===== src/rtl/ndn_fib_pkg.sv =====
// Shared types and sizes for the NDN FIB front end (name stream packer and lookup).
// The word-fold helper here is used by name_hash_fold when NAME_HASH_EN is defined.
package ndn_fib_pkg;

    localparam int WORD_SIZE       = 64;
    localparam int MAX_NAME_LENGTH = 16;
    localparam int POINTER_SIZE    = 16;
    localparam int LEN_W           = $clog2(MAX_NAME_LENGTH + 1);
    localparam int IDX_W           = $clog2(MAX_NAME_LENGTH);
    localparam int SLICES          = WORD_SIZE / POINTER_SIZE;

    typedef logic [WORD_SIZE-1:0]                 name_word_t;
    typedef name_word_t [MAX_NAME_LENGTH-1:0]     name_bus_t;
    typedef logic [LEN_W-1:0]                     name_len_t;
    typedef logic [POINTER_SIZE-1:0]              name_hash_t;

    typedef enum logic [1:0] {
        ST_IDLE  = 2'd0,
        ST_FILL  = 2'd1,
        ST_DRAIN = 2'd2,
        ST_HOLD  = 2'd3
    } packer_state_e;

    // One fold step: rotate the running hash left by one, then mix in every slice of the word.
    function automatic name_hash_t fold_word(input name_hash_t h, input name_word_t w);
        name_hash_t acc;
        acc = {h[POINTER_SIZE-2:0], h[POINTER_SIZE-1]};
        for (int i = 0; i < SLICES; i++) begin
            acc = acc ^ w[i*POINTER_SIZE +: POINTER_SIZE];
        end
        return acc;
    endfunction

endpackage


===== src/rtl/name_stream_packer_hash_fold.sv =====
// Combinational fold step for the optional name hash (instantiated only with NAME_HASH_EN).
module name_hash_fold
    import ndn_fib_pkg::*;
(
    input  logic [POINTER_SIZE-1:0] hash_in,
    input  logic [WORD_SIZE-1:0]    word_in,
    output logic [POINTER_SIZE-1:0] hash_out
);

    assign hash_out = fold_word(hash_in, word_in);

endmodule


===== src/rtl/name_stream_packer.sv =====
// Packs a last-flagged word stream into the parallel name bus consumed by the FIB lookup.
// Optional feature macro: NAME_HASH_EN adds the name_hash output and its fold logic.
module name_stream_packer
    import ndn_fib_pkg::*;
(
    input  logic                                 clk,
    input  logic                                 rst_n,
    input  logic                                 in_valid,
    output logic                                 in_ready,
    input  logic [WORD_SIZE-1:0]                 in_word,
    input  logic                                 in_last,
    output logic [MAX_NAME_LENGTH*WORD_SIZE-1:0] name_out,
    output logic [LEN_W-1:0]                     name_len,
    output logic                                 name_trunc,
    output logic                                 name_valid,
    input  logic                                 name_ready
`ifdef NAME_HASH_EN
    ,
    output logic [POINTER_SIZE-1:0]              name_hash
`endif
);

    packer_state_e state_r;
    packer_state_e state_next_s;
    name_bus_t     buf_r;
    name_len_t     len_r;
    logic          trunc_r;
    logic          in_ready_r;
    logic          name_valid_r;

    logic          xfer_s;
    logic          store_s;
    logic          trunc_set_s;
    logic          clear_s;
    logic          full_s;
    logic [IDX_W-1:0] idx_s;

    assign xfer_s = in_valid & in_ready_r;
    assign full_s = (len_r == name_len_t'(MAX_NAME_LENGTH));
    assign idx_s  = len_r[IDX_W-1:0];

    // Next-state decode and datapath strobes for the stream/name handshakes.
    always_comb begin
        state_next_s = state_r;
        store_s      = 1'b0;
        trunc_set_s  = 1'b0;
        clear_s      = 1'b0;
        case (state_r)
            ST_IDLE: begin
                if (xfer_s) begin
                    store_s      = 1'b1;
                    state_next_s = in_last ? ST_HOLD : ST_FILL;
                end else begin
                    state_next_s = ST_IDLE;
                end
            end
            ST_FILL: begin
                if (xfer_s && full_s) begin
                    trunc_set_s  = 1'b1;
                    state_next_s = in_last ? ST_HOLD : ST_DRAIN;
                end else if (xfer_s) begin
                    store_s      = 1'b1;
                    state_next_s = in_last ? ST_HOLD : ST_FILL;
                end else begin
                    state_next_s = ST_FILL;
                end
            end
            ST_DRAIN: begin
                if (xfer_s && in_last) begin
                    state_next_s = ST_HOLD;
                end else begin
                    state_next_s = ST_DRAIN;
                end
            end
            ST_HOLD: begin
                if (name_valid_r && name_ready) begin
                    clear_s      = 1'b1;
                    state_next_s = ST_IDLE;
                end else begin
                    state_next_s = ST_HOLD;
                end
            end
            default: begin
                clear_s      = 1'b1;
                state_next_s = ST_IDLE;
            end
        endcase
    end

    // State, handshake flags and name buffer; in_ready stays low until the first edge after reset.
    always_ff @(posedge clk or negedge rst_n) begin
        if (!rst_n) begin
            state_r      <= ST_IDLE;
            in_ready_r   <= 1'b0;
            name_valid_r <= 1'b0;
            buf_r        <= '0;
            len_r        <= '0;
            trunc_r      <= 1'b0;
        end else begin
            state_r      <= state_next_s;
            in_ready_r   <= (state_next_s != ST_HOLD);
            name_valid_r <= (state_next_s == ST_HOLD);
            if (clear_s) begin
                buf_r   <= '0;
                len_r   <= '0;
                trunc_r <= 1'b0;
            end else begin
                if (store_s) begin
                    buf_r[idx_s] <= in_word;
                    len_r        <= len_r + name_len_t'(1);
                end
                if (trunc_set_s) begin
                    trunc_r <= 1'b1;
                end
            end
        end
    end

    assign in_ready   = in_ready_r;
    assign name_valid = name_valid_r;
    assign name_out   = buf_r;
    assign name_len   = len_r;
    assign name_trunc = trunc_r;

`ifdef NAME_HASH_EN
    name_hash_t hash_r;
    name_hash_t hash_next_s;

    name_hash_fold u_hash_fold (
        .hash_in  (hash_r),
        .word_in  (in_word),
        .hash_out (hash_next_s)
    );

    // Running hash advances only on stored words, so truncated words never reach it.
    always_ff @(posedge clk or negedge rst_n) begin
        if (!rst_n) begin
            hash_r <= '0;
        end else if (clear_s) begin
            hash_r <= '0;
        end else if (store_s) begin
            hash_r <= hash_next_s;
        end
    end

    assign name_hash = hash_r;
`endif

endmodule


===== config.mk =====
export PLATFORM = sky130hd
export DESIGN_NAME = name_stream_packer
export DESIGN_NICKNAME = d
export VERILOG_FILES = /design/src/rtl/ndn_fib_pkg.sv /design/src/rtl/name_stream_packer_hash_fold.sv /design/src/rtl/name_stream_packer.sv
export SDC_FILE = /design/constraint.sdc
export NUM_CORES = 1
export LEC_CHECK = 0
export CORE_AREA = 2 2 431 433
export CTS_BUF_LIST = sky130_fd_sc_hd__clkbuf_8 sky130_fd_sc_hd__clkbuf_16
export DETAILED_ROUTE_END_ITERATION = 10
export DIE_AREA = 0 0 433 435
export MAX_ROUTING_LAYER = met4
export PLACE_DENSITY_LB_ADDON = 0.1
export SKIP_LAST_GASP = 1
export SYNTH_ARGS = -nofsm -noshare
export SYNTH_HDL_FRONTEND = slang
export SYNTH_SLANG_ARGS = --single-unit
export TNS_END_PERCENT = 50

===== constraint.sdc =====
create_clock -name clk -period 2.45 [get_ports clk]
set_clock_uncertainty 0.05 [all_clocks]
set_input_delay 0.49 -clock clk [delete_from_list [all_inputs] [get_ports clk]]
set_output_delay 0.49 -clock clk [all_outputs]
set_load 0.02 [all_outputs]

==> metrics, run 1 <==
Slowest Stage Delay on Critical Path 0.75 ns; initial antenna violation count 17; Std-Cell Rows approximately 160; Ports 1101; Max Slew Vio Count 0; Post-synth EDFFs 0; Layout area overhead 45.9%; overall power 76.3 mW; Max clock buf depth 3; vias per cell 4.93; Post-synth top cells dfrtp_1, o21ai_0, nand2_1; leakage 27.9 nW; Netlist cell types 46; later-pin clock latency in the skew report 0.76 ns; Synth Register Bits 1034; worst path required time 1.91 ns; Bufs and invs on worst path 1; Util after Layout 0.341; Post-Route WL approximately 240000 um; first-pass GRT wire length 332000 um; layout cells sized above 1 0.0961; Arr. time, crit path 1.85 ns; # nets final 5412; Max FO, Critical Path 2; CTS buffer count 121; area of the core roughly 180000 um2; Post-DP HPWL around 170000 um; Final setup viols 0; Synth Instances 4309; Mean Syn Cell Area 9.98 um2; CP Class flip-flop to output pin; maximum VDD drop around 0.00064 V; Die ar. 188000 um2; Placer Congestion 0.830; r2r worst-path depth 7; CTS root buf clkbuf_16; Hold Path Cell Cnt 3; Starting Density 0.234; Post-Syn Nets 4382; Worst Tran Pin Value 0.899 ns; highest clock rate 0.418 GHz; vias in the first global route 38898; Synth Cell Area 43000 um2; CP delay by family, top buffers and inverters; DRT Pass-1 Iters 6; Synth top area share 0.602; total number of vias slightly below 40000; ys async rst share 1.00; Detail Route Antenna Nets 0; largest net degree at the start of global routing 77; fill count approximately 19000; post-synth top area cell dfrtp_1; slew margin rel. 0.399; CP Launch Type flip-flop; Setup crit end kind output pin; clock sink total 1034; RSZ-0062 raised after global routing yes; Fin Setup TNS 0 ns; H-tree levels 3; yosys synthesis warning count 0; drc violations 0; Crit-path slowest cell clkdlybuf4s50_1; IO Port Bufs 1100; ys flop type dfrtp_1; Final period util 0.977; max_cap viols 0; wire per inst 30.3 um; Congestion Overflow GR 0; most frequent cell after synthesis dfrtp_1; post-synthesis sequential area ratio 0.602; HP Class input port to flip-flop; Period minus WS final 2.39 ns; Hold Violations, Final 0; status finished, final reports clean; die height 435 um; CTS tree done; gr usage total 0.255; clock-pin slew on the worst setup and hold paths roughly 0.060 ns; Die Wd ~430 um; critical-path cell list clkdlybuf4s50_1; critical path depth 1; Power Dens Cells 1220 nW/um2; 1st-iter DRT viols 3594; Synth area leaders dfrtp_1, o21ai_0, nand3_1
layout by cell type, fill, tap and decap left out, types with 5 or more instances in the layout:
cell | netlist | routed
clkbuf_8 | 0 | 38
dlygate4sd2_1 | 0 | 66
nor2_4 | 0 | 5
dfrtp_1 | 1034 | 1033
diode_2 | 0 | 7
clkinv_2 | 0 | 16
clkbuf_16 | 0 | 121
nor2_1 | 9 | 7
clkdlybuf4s50_1 | 0 | 1025
mux2i_1 | 245 | 245
o31ai_1 | 10 | 10
buf_12 | 0 | 114
o311ai_0 | 10 | 10
o21ai_0 | 735 | 735
a21oi_1 | 220 | 220
nand4b_1 | 5 | 5
buf_2 | 122 | 5
nand3_1 | 589 | 588
o21ai_1 | 31 | 31
nand2_1 | 636 | 630
o211ai_1 | 175 | 175
inv_1 | 68 | 96
buf_4 | 14 | 179
sequential cells by signal, summed over array words and instances (netlist names):
name / count
name_trunc: 1
name_len: 5
name_valid: 1
in_ready: 1
state_r: 2
name_out: 1024
cells by family after synthesis:
family | synth area share
and+or+nand+nor | 0.133
AOI/OAI and AO/OA | 0.152
DFF | 0.602
buffers and inverters | 0.0554
muxes | 0.0573
adders and majority gates | 0.00116
layer usage:
layer  GRT usage  vias up  routed length [um]
met5           -        -                   0
met4       0.104        0               10700
met3      0.0434      327               14800
met2       0.394     1550              112000
met1       0.331    20171              103000
li1            -    17021                   -
power breakdown:
part	internal (mW)	switching, mW
Combinational	12.4	19.6
Clock	10.4	7.98
Sequential	22.0	3.81
cell type report:
type / instances / area, um2 / share of cell area
inverters: 68 / 255 / 0.00407
clock buffers: 159 / 3550 / 0.0566
well taps: 2480 / 3100 / 0.0495
flip-flops and latches: 1034 / 25900 / 0.413
clock inverters: 58 / 465 / 0.00742
multi-input cells: 2721 / 14900 / 0.238
diodes: 7 / 17.5 / 0.000279
repair buffers: 1393 / 14500 / 0.232
what timing repair did:
action                     in CTS  in global routing
gates resized for setup        70                  1
hold endpoints to repair      135                  0
hold buffers                    1                  0
setup endpoints to repair     134                  2
setup buffers                   0                  0
path summary, 6_finish.rpt:
check	from	endpoint	slack [ns]
worst max-delay path	name_out[273]$_DFFE_PN0P_	name_out[273]	0.06
worst min-delay path	in_word[23]	name_out[983]$_DFFE_PN0P_	0.08
worst max register to register	name_len[0]$_DFFE_PN0P_	name_out[11]$_DFFE_PN0P_	0.30
worst min register to register	name_trunc$_DFFE_PN0P_	name_trunc$_DFFE_PN0P_	0.47
max in group asynchronous	rst_n	name_out[226]$_DFFE_PN0P_	1.10
min in group asynchronous	rst_n	name_out[978]$_DFFE_PN0P_	0.18
through the flow:
stage	std cells	hold slack, ns	worst slack (ns)	cell area (um2)
after floorplan	4309	0.144	0.563	43000
after global placement	7695	0.384	-0.106	58700
after detailed placement	7695	0.383	-0.112	58700
after CTS	7913	0.0175	-0.0265	62700
after global routing	7916	0.0686	-0.00565	62700
final	7920	0.0800	0.0552	62700
Note: power is estimated with default switching activity, not from simulation.
==> run 2: changes to the inputs <==
Settings changed: CTS_BUF_LIST sky130_fd_sc_hd__clkbuf_8 sky130_fd_sc_hd__clkbuf_16 to sky130_fd_sc_hd__clkbuf_8.
==> metrics, run 2 (same netlist as run 1, synthesis figures left out) <==
status complete, but fails checks; failing checks setup timing; HP Class input port to flip-flop; Comb power frac 0.415 (-0.005); Worst Tran Pin Value 0.870 ns (-0.0292 ns); clock-pin slew on the worst setup and hold paths 0.06 ns (about the same); Min-Delay Startpoint in_word[59]; wire per inst 30.1 um (-0.78%); Max clock buf depth 3 (unchanged); Switching Fraction 0.428 (+0.0167); CP Class flip-flop to output pin; pre-CTS WS -0.112 ns (unchanged); M1 WL 104000 um (+1.2%); P_int 42.2 mW (-6.2%); Final period util 1.02 (+0.0461); 1st-iter DRT viols 3337 (-7.2%); Hold Violations, Final 0 (unchanged); routed length on met3 14800 um (+0.48%); Ports 1101 (unchanged); RSZ-0062 raised after global routing yes; Setup crit end kind output pin; CTS root buf clkbuf_8; Placed Cells incl. Taps 7695 (unchanged); Crit-path slowest cell clkdlybuf4s50_1; Top Metal Used met4; commonest non-fill, non-tap cells in the layout dfrtp_1, o21ai_0, nand2_1, nand3_1, dlygate4sd2_1; maximum VDD drop 0.000648 V (+1.7%); Setup crit start name_out[430]$_DFFE_PN0P_; max_cap viols 0 (unchanged); Bufs and invs on worst path 1 (unchanged); Fin Setup TNS -3.92 ns (-3.92 ns); final std cells w/o fill 8058 (+1.7%); layout cells sized above 1 0.115 (+0.0184); Final setup viols 186 (+186); CTS tree done; drc violations 0 (unchanged); Placer Congestion 0.830 (unchanged); Power Dens Cells 1170 nW/um2 (-3.7%); leakage 34.4 nW (+23%); CTS buffer count 194 (+60%); initial antenna violation count 16 (-1); Starting Density 0.234 (unchanged); Std-Cell Rows 158 (unchanged); worst path required time 1.91 ns (about the same); Period minus WS final 2.51 ns (+0.113 ns); leading cell type in the layout, fill and taps excluded dfrtp_1; IO Port Bufs 1100 (unchanged); Clk pwr share 0.236 (-0.005); FF-to-FF Start name_len[0]$_DFFE_PN0P_; met2 wire len 111000 um (-0.49%); critical-path cell list clkdlybuf4s50_1; Post-Route WL 242000 um (+0.95%); Arr. time, crit path 1.97 ns (+0.12 ns); Flop pwr share 0.350 (+0.011); Die Wd 433 um (unchanged); Congestion Overflow GR 0 (unchanged); Max FO, Critical Path 2 (unchanged); largest net degree at the start of global routing 77 (unchanged); area of the core 184000 um2 (unchanged); Layout area overhead 46.2%; Util after Layout 0.342 (+0.000849); DRT Pass-1 Iters 6 (unchanged); gr usage total 0.258 (+0.00258); die height 435 um (unchanged); Slowest Stage Delay on Critical Path 0.64 ns (-0.11 ns); # nets final 5491 (+1.5%); clock sink total 1034 (unchanged); first-pass GRT wire length 334000 um (+0.71%); slew margin rel. 0.418 (+0.0196); net switching power 31.5 mW (+0.51%); Die ar. 188000 um2 (unchanged); H-tree levels 4 (+1); vias per cell 4.93 (-0.14%); highest clock rate 0.399 GHz (-4.5%); Detail Route Antenna Nets 0 (unchanged); overall power 73.7 mW (-3.4%); CP delay by family, top buffers and inverters; vias in the first global route 39549 (+1.7%); Post-DP HPWL 169000 um (unchanged); max reg flops 1024 (unchanged); Max Slew Vio Count 0 (unchanged); Final WS setup -0.0576 ns (-0.113 ns); later-pin clock latency in the skew report 0.96 ns (+0.20 ns); CP Launch Type flip-flop; total number of vias 39695 (+1.6%)
## run 2: cell count changes in the layout (fill, tap and decap cells not counted), sizes merged, moves of 5 or more
| cell | before | now |
|---|---|---|
| inv | 101 | 151 |
| clkdlybuf4s50 | 1025 | 321 |
| dlygate4sd2 | 66 | 453 |
| dlymetal6s2s | 1 | 257 |
| clkbuf | 159 | 240 |
| clkdlybuf4s15 | 1 | 58 |
| dlygate4sd3 | 1 | 6 |
## run 2: timing repair
item,4_1_cts,5_1_grt
hold endpoints to repair,781,0
pin swaps,0,0
endpoints found under the setup margin,1031,517
hold buffers,7,0
buffers inserted,0,0
gates resized for setup,617,260
## run 2: power groups by stage
stage	clock network [mW]	logic (mW)	registers, mW
final	17.4	30.6	25.8
after floorplan	0	8.45	30.9
after global placement	0	32.5	26.1
after detailed placement	0	32.6	26.1
after CTS	17.9	31.1	25.8
after global routing	18.6	32.3	26.2
## run 2: metrics by stage
step,hold WS [ns],instance area [um2]
after floorplan,0.144,43000
after global placement,0.384,58700
after detailed placement,0.383,58700
after CTS,0.0450,62200
after global routing,0.135,62900
final,0.167,62900
## run 2: layout make-up
type,instances,area (um2)
Fill cell,19031,121000
Sequential cell,1034,25900
Multi-Input combinational cell,2721,14900
Timing Repair Buffer,1399,14800
Clock buffer,239,3290
Tap cell,2480,3100
Clock inverter,111,639
Inverter,68,255
Antenna cell,6,15.0
## run 2: metal layers
metal / vias to the layer above / track usage
met5: - / -
met4: 0 / 0.118
met3: 417 / 0.0493
met2: 1687 / 0.393
met1: 20376 / 0.331
li1: 17215 / -
## run 2: worst paths after layout
check / end / slack, ns / cells past startpoint
max in group asynchronous: name_out[482]$_DFFE_PN0P_ / 1.38 / 4
min in group asynchronous: name_out[832]$_DFFE_PN0P_ / 0.27 / 3
worst max register to register: name_out[3]$_DFFE_PN0P_ / 0.24 / 7
worst max-delay path: name_out[430] / -0.06 / 1
worst min register to register: name_trunc$_DFFE_PN0P_ / 0.46 / 1
worst min-delay path: name_out[123]$_DFFE_PN0P_ / 0.17 / 3
